File: src/rtl/ifetch_stage.sv
// Instruction fetch stage: holds the PC, issues one outstanding fetch at a
// time over a valid/ready handshake, and presents the returned word to decode.
// Redirects from execute override the PC and squash any stale in-flight fetch.
module ifetch_stage #(
    parameter int                 ADDR_W   = 64,
    parameter logic [ADDR_W-1:0]  RESET_PC = '0
) (
    input  logic              CLK,
    input  logic              resetl,
    output logic              imem_req_valid,
    input  logic              imem_req_ready,
    output logic [ADDR_W-1:0] imem_addr,
    input  logic              imem_rsp_valid,
    input  logic [31:0]       imem_rsp_data,
    input  logic              redirect_valid,
    input  logic [ADDR_W-1:0] redirect_target,
    output logic              instr_valid,
    input  logic              instr_ready,
    output logic [31:0]       instr,
    output logic [10:0]       opcode,
    output logic [ADDR_W-1:0] pc_out
);

    typedef enum logic [1:0] {S_REQ, S_WAIT, S_HOLD} state_t;

    localparam logic [ADDR_W-1:0] ALIGN_MASK = ~ADDR_W'(3);

    state_t              state_q, state_d;
    logic [ADDR_W-1:0]   pc_q, pc_d;
    logic [ADDR_W-1:0]   pc_out_q, pc_out_d;
    logic [31:0]         instr_q, instr_d;
    logic                kill_q, kill_d;
    // Holds off the first request until one clock edge after reset release.
    logic                started_q, started_d;

    logic [ADDR_W-1:0]   tgt;
    logic                req_fire;

    assign tgt            = redirect_target & ALIGN_MASK;
    assign imem_req_valid = started_q && (state_q == S_REQ);
    assign imem_addr      = pc_q;
    assign req_fire       = imem_req_valid && imem_req_ready;
    assign instr_valid    = (state_q == S_HOLD);
    assign instr          = instr_q;
    assign opcode         = instr_q[31:21];
    assign pc_out         = pc_out_q;

    // Next-state logic; redirect takes priority over every other event.
    always_comb begin
        state_d   = state_q;
        pc_d      = pc_q;
        pc_out_d  = pc_out_q;
        instr_d   = instr_q;
        kill_d    = kill_q;
        started_d = 1'b1;
        case (state_q)
            S_REQ: begin
                if (redirect_valid) begin
                    pc_d = tgt;
                    // Old-address request escaped this cycle: squash its response.
                    if (req_fire) begin
                        state_d = S_WAIT;
                        kill_d  = 1'b1;
                    end
                end else if (req_fire) begin
                    state_d = S_WAIT;
                end
            end
            S_WAIT: begin
                if (redirect_valid) begin
                    pc_d = tgt;
                    if (imem_rsp_valid) begin
                        // The only outstanding response is consumed right here.
                        state_d = S_REQ;
                        kill_d  = 1'b0;
                    end else begin
                        kill_d  = 1'b1;
                    end
                end else if (imem_rsp_valid) begin
                    if (kill_q) begin
                        kill_d  = 1'b0;
                        state_d = S_REQ;
                    end else begin
                        instr_d  = imem_rsp_data;
                        pc_out_d = pc_q;
                        state_d  = S_HOLD;
                    end
                end
            end
            S_HOLD: begin
                if (redirect_valid) begin
                    pc_d    = tgt;
                    state_d = S_REQ;
                end else if (instr_ready) begin
                    pc_d    = pc_q + ADDR_W'(4);
                    state_d = S_REQ;
                end
            end
            default: state_d = S_REQ;
        endcase
    end

    // State and datapath registers.
    always_ff @(posedge CLK or negedge resetl) begin
        if (!resetl) begin
            state_q   <= S_REQ;
            pc_q      <= RESET_PC;
            pc_out_q  <= RESET_PC;
            instr_q   <= '0;
            kill_q    <= 1'b0;
            started_q <= 1'b0;
        end else begin
            state_q   <= state_d;
            pc_q      <= pc_d;
            pc_out_q  <= pc_out_d;
            instr_q   <= instr_d;
            kill_q    <= kill_d;
            started_q <= started_d;
        end
    end

endmodule

File: config.mk
export PLATFORM = sky130hd
export DESIGN_NAME = ifetch_stage
export DESIGN_NICKNAME = d
export VERILOG_FILES = /design/src/rtl/ifetch_stage.sv
export SDC_FILE = /design/constraint.sdc
export NUM_CORES = 1
export LEC_CHECK = 0
export CAP_MARGIN = 20
export CORE_AREA = 2 2 130 132
export DETAILED_ROUTE_END_ITERATION = 8
export DIE_AREA = 0 0 132 134
export GPL_ROUTABILITY_DRIVEN = 1
export PLACE_DENSITY = 0.88
export SYNTH_ARGS = -nofsm -noshare
export SYNTH_HDL_FRONTEND = slang
export SYNTH_SLANG_ARGS = --single-unit
File: constraint.sdc
create_clock -name CLK -period 4.4 [get_ports CLK]
set_input_delay 1.32 -clock CLK [delete_from_list [all_inputs] [get_ports CLK]]
set_output_delay 1.32 -clock CLK [all_outputs]
set_load 0.1 [all_outputs]
After elaboration in Yosys (flattened, before gate mapping)
Index checks and enable logic that the tools add are counted.
{"block": "op_classes", "reduce_logical": 10, "mux": 18, "add_sub_neg": 1, "n_eq_ne": 8, "bitwise": 2}
{"cell": "64-bit 2-to-1 mux", "count": 3}
{"cell": "64-bit one-hot mux with 2 select lines", "count": 1}
{"cell": "64-bit by 3-bit adder with 64-bit output, second input constant", "count": 1}
{"cell": "2-bit 2-to-1 mux", "count": 7}
{"cell": "4-bit AND reduction", "count": 2}
{"cell": "2-bit != test, second input constant", "count": 3}
{"cell": "2-bit one-hot mux with 3 select lines", "count": 1}
{"cell": "3-bit AND reduction", "count": 2}
{"cell": "1-bit 2-to-1 mux", "count": 5}
{"cell": "2-bit nonzero test", "count": 2}
{"cell": "3-bit by 2-bit != test with 1-bit output, second input constant", "count": 1}
{"cell": "3-bit != test, second input constant", "count": 1}
{"cell": "2-bit by 1-bit == test with 1-bit output, second input constant", "count": 1}
{"cell": "2-bit == test, second input constant", "count": 1}
{"cell": "1-bit logical AND", "count": 2}
{"cell": "2-bit logical NOT", "count": 1}
{"cell": "2-bit by 1-bit != test with 1-bit output, second input constant", "count": 1}
{"cell": "1-bit NOT", "count": 2}
{"cell": "1-bit one-hot mux with 2 select lines", "count": 1}
{"cell": "2-bit OR reduction", "count": 1}
{"block": "word_totals", "reg_bits": 164, "wordCells": 45, "out_inout_bits": 173}

Logic depth before layout (Yosys ltp)
{"block": "depth", "ltp_word": 6, "mapped_depth": 9}

Worst setup path after synthesis
No wires, ideal clock.
{"block": "synth_timing", "path_kind": "register to output", "from": "register state_q[0]", "to": "output imem_req_valid", "n_path_buf": 1, "path_stages_with_launch": 3, "required_ps": 3080, "path_slack_ps": 309, "t_arrival_ps": 2771, "cell_sequence": "dfrtp_1 clkbuf_1 nor3b_1"}
{"block": "synth_between", "elab_chain_len": 2}
{"element": "start, declared", "line_no": "28", "rtl": "state_t state_q, state_d;"}
{"element": "start signal, assigned", "line_no": "113", "rtl": "state_q <= state_d;"}
{"element": "2-bit logical NOT", "line_no": "40", "rtl": "assign imem_req_valid = started_q && (state_q == S_REQ);"}
{"element": "1-bit logical AND", "line_no": "40"}
{"element": "end, declared", "line_no": "10", "rtl": "output logic imem_req_valid,"}
No other way between the ends.

Final worst setup path
{"block": "layout_timing", "from": "register pc_q[47], in the netlist imem_addr[47]", "to": "output imem_addr[47]"}
{"element": "start, declared", "line_no": "29", "rtl": "logic [ADDR_W-1:0] pc_q, pc_d;"}
{"element": "start signal, assigned", "line_no": "114", "rtl": "pc_q <= pc_d;"}
{"element": "end, declared", "line_no": "12", "rtl": "output logic [ADDR_W-1:0] imem_addr,"}
No word-level cell between the ends.

==> flow_summary_export.csv <==
group,metric,value,unit
global_routing,grt_pass1_wl,39.07,mm
floorplanning,die-area,17690,µm²
setup_path,crit_required,3.08,ns
cts,cts_buffer_depth,2,
logic_synthesis,syn_inst,776,
route,drc,0,
sta,clock.fmax,283.3,MHz
setup_path,worst_setup_path_end_kind,"primary output",
sta,tightestPinTransition,1.082,ns
cts,clk_pin_slew_worst_paths,0.06,ns
run_status,status,"completed",
route,finalWirelength,25.00,mm
cts,cts_setup_buffers,0,
layout,multi_input_area,3697,µm²
sta,finalSetupViolCount,0,
logic_synthesis,synth_top_area_cell,"dfrtp_1",
setup_path,critical-path-slowest-cell,"clkdlybuf4s50_1",
sta,fin_skew,0.007324,ns
logic_synthesis,yosysWarnings,0,
setup_path,cp_top_family,"buffers and inverters",
logic_synthesis,synth_edf_count,0,
setup_path,start_kind,"flip-flop",
logic_synthesis,seq_area_frac_synth,49.71,%
sta,slew_headroom,27.66,%
place,dp.cells,1206,
setup_path,crit_fanout,13,
setup_path,cp_slowest_stage_delay,1.21,ns
place,place_congestion,0.8617,
logic_synthesis,synth_area_leaders,"dfrtp_1 50%, mux2_2 12%, a21oi_1 3.2%",
sta,drv_slew,0,
logic_synthesis,avgSynthCellArea,10.38,µm²
worst_hold_path,hold_path_class,"reg -> reg",
job,cap_violations,0,
setup_path,crit_type,"reg -> out",
cts,numClockSinks,160,
layout,drive_above_1_share,14.54,%
place,detailed_place_hpwl,17.52,mm
route,ant_nets,0,
logic_synthesis,synth.cell_area,8054,µm²
sta,setup_tns,0,ns
floorplanning,rows,47,
cts,cts_max_level,4,
floorplanning,fp.dieW,132,µm
cts,cts_made_buffers,17,
floorplanning,initial_core_util,49.44,%
floorplanning,floorplan.core_area,16290,µm²
global_routing,grt_pass1_vias,7125,
global_routing,overflow,0,
floorplanning,die_h,134,µm
logic_synthesis,yosys-top-cells-count,"160 x dfrtp_1, 89 x mux2_2, 55 x nand2_1, 51 x a21oi_1, 50 x clkbuf_1",
layout,final_nets,1108,
global_routing,track_usage,27.79,%
cts,post_cts_resized,0,
sta,min_period,3.530,ns
setup_path,crit_chain,"clkdlybuf4s50_1",
layout,synthToLayoutAreaGrowth,41.71,%
global_routing,grt_max_degree,95,
cts,worstSkewPairLatency,0.42,ns
cts,cts_hold_buf,0,
route,first_pass_iters,8,
logic_synthesis,synth-main-ff-cell,"dfrtp_1",
sta,finalHoldViolCount,0,
sta,rsz0062_at_grt,"false",
cts,cts-root-buf,"clkbuf_16",
layout,fin_cells,1239,
floorplanning,pin_count,275,
setup_path,arrival,2.21,ns
logic_synthesis,synth.most_common_cell,"dfrtp_1",
global_routing,antenna_found_initial,1,
layout,seqCellArea,4004,µm²
setup_path,cp_num_buf_inv,1,
logic_synthesis,netlist.area_leader.share,49.71,%
logic_synthesis,ys_ff_latch,160,
place,io_buffers,268,
logic_synthesis,synth.distinct_cells,66,
route,drt-initial-drc-count,922,
route,wl_per_cell,20.18,µm
sta,min_period_over_period,80.23,%
logic_synthesis,async_reset_ff_share,100.0,%
cts,cts_tree,"done",
route,vias,7491,
layout,fillers,1198,
route,via_per_inst,6.046,
[per-layer routing]
metal / vias to the layer above / GRT usage (%) / share of wire [%]
met5: - / 0 / 0
met4: 0 / 9.541 / 2.5
met3: 42 / 6.500 / 9.0
met2: 426 / 45.23 / 48
met1: 3646 / 36.78 / 41
li1: 3377 / - / -
[metrics by stage]
| stage | area (µm²) | hold slack (ns) | util [%] | worst slack (ns) |
|---|---|---|---|---|
| after floorplan | 8065 | 0.4580 | - | 0.3095 |
| after detailed placement | 10820 | 0.4728 | 66.43 | 0.6388 |
| after CTS | 11410 | 0.4865 | 70.05 | 0.8617 |
| after global routing | 11410 | 0.4974 | 70.07 | 0.8161 |
| after global placement | 10820 | 0.4622 | 66.43 | 0.6845 |
| final | 11410 | 0.4792 | 70.07 | 0.8700 |
[cell usage in the layout, fill, tap and decap left out, drive strengths merged, types with 4 or more instances in the layout]
cell	synthesis	layout
buf	19	15
o22ai	12	12
mux2	89	89
a311oi	6	6
o22a	5	5
nand4	27	27
nand3	40	40
and2	6	6
or4	15	15
dfrtp	160	160
o311ai	9	9
clkbuf	53	21
clkdlybuf4s50	0	265
o21ai	36	36
clkinvlp	0	4
and3	18	18
a31oi	7	7
and4	9	9
or3	9	9
o211ai	12	12
a211oi	7	7
inv	10	13
nor2	36	36
mux2i	4	4
nand2	55	55
a21oi	51	51
nor4	10	10
conb	2	5
a2bb2oi	8	8
nor3	14	14
[registers in the layout, summed over array words and instances, names as in the netlist]
signal,cells
started_q,1
imem_addr,62
instr,32
kill_q,1
pc_out,62
state_q,2
[kinds of logic after synthesis]
kind of cell               count (synthesis)  synth area share, %
other                                      2              0.09325
adders and majority gates                  1               0.1553
and+or+nand+nor                          250                16.92
muxes                                     93                12.94
AOI/OAI and AO/OA                        187                15.30
DFF                                      160                49.71
buffers and inverters                     83                4.878
[worst paths after layout]
path / slack, ns / startpoint / depth (start not counted) / endpoint
hold / removal: 0.48 / pc_out[42] / 2 / pc_out[42]
setup / recovery: 0.87 / imem_addr[47] / 1 / imem_addr[47]
setup reg to reg: 1.33 / imem_addr[2] / 6 / imem_addr[58]
min in group asynchronous: 0.91 / resetl / 1 / pc_out[7]
max in group asynchronous: 2.58 / resetl / 2 / imem_addr[39]
hold reg to reg: 0.48 / pc_out[42] / 2 / pc_out[42]
[layout make-up]
cell class / instances / area share [%]
Antenna cell: 1 / 0.02193
Clock buffer: 21 / 4.034
Clock inverter: 11 / 1.140
Inverter: 10 / 0.3289
Multi-Input combinational cell: 536 / 32.39
Sequential cell: 160 / 35.08
Tap cell: 220 / 2.412
Timing Repair Buffer: 280 / 24.59
Power is not shown: default switching activity piles up to over one toggle a cycle in this logic, so the estimate is an artifact.
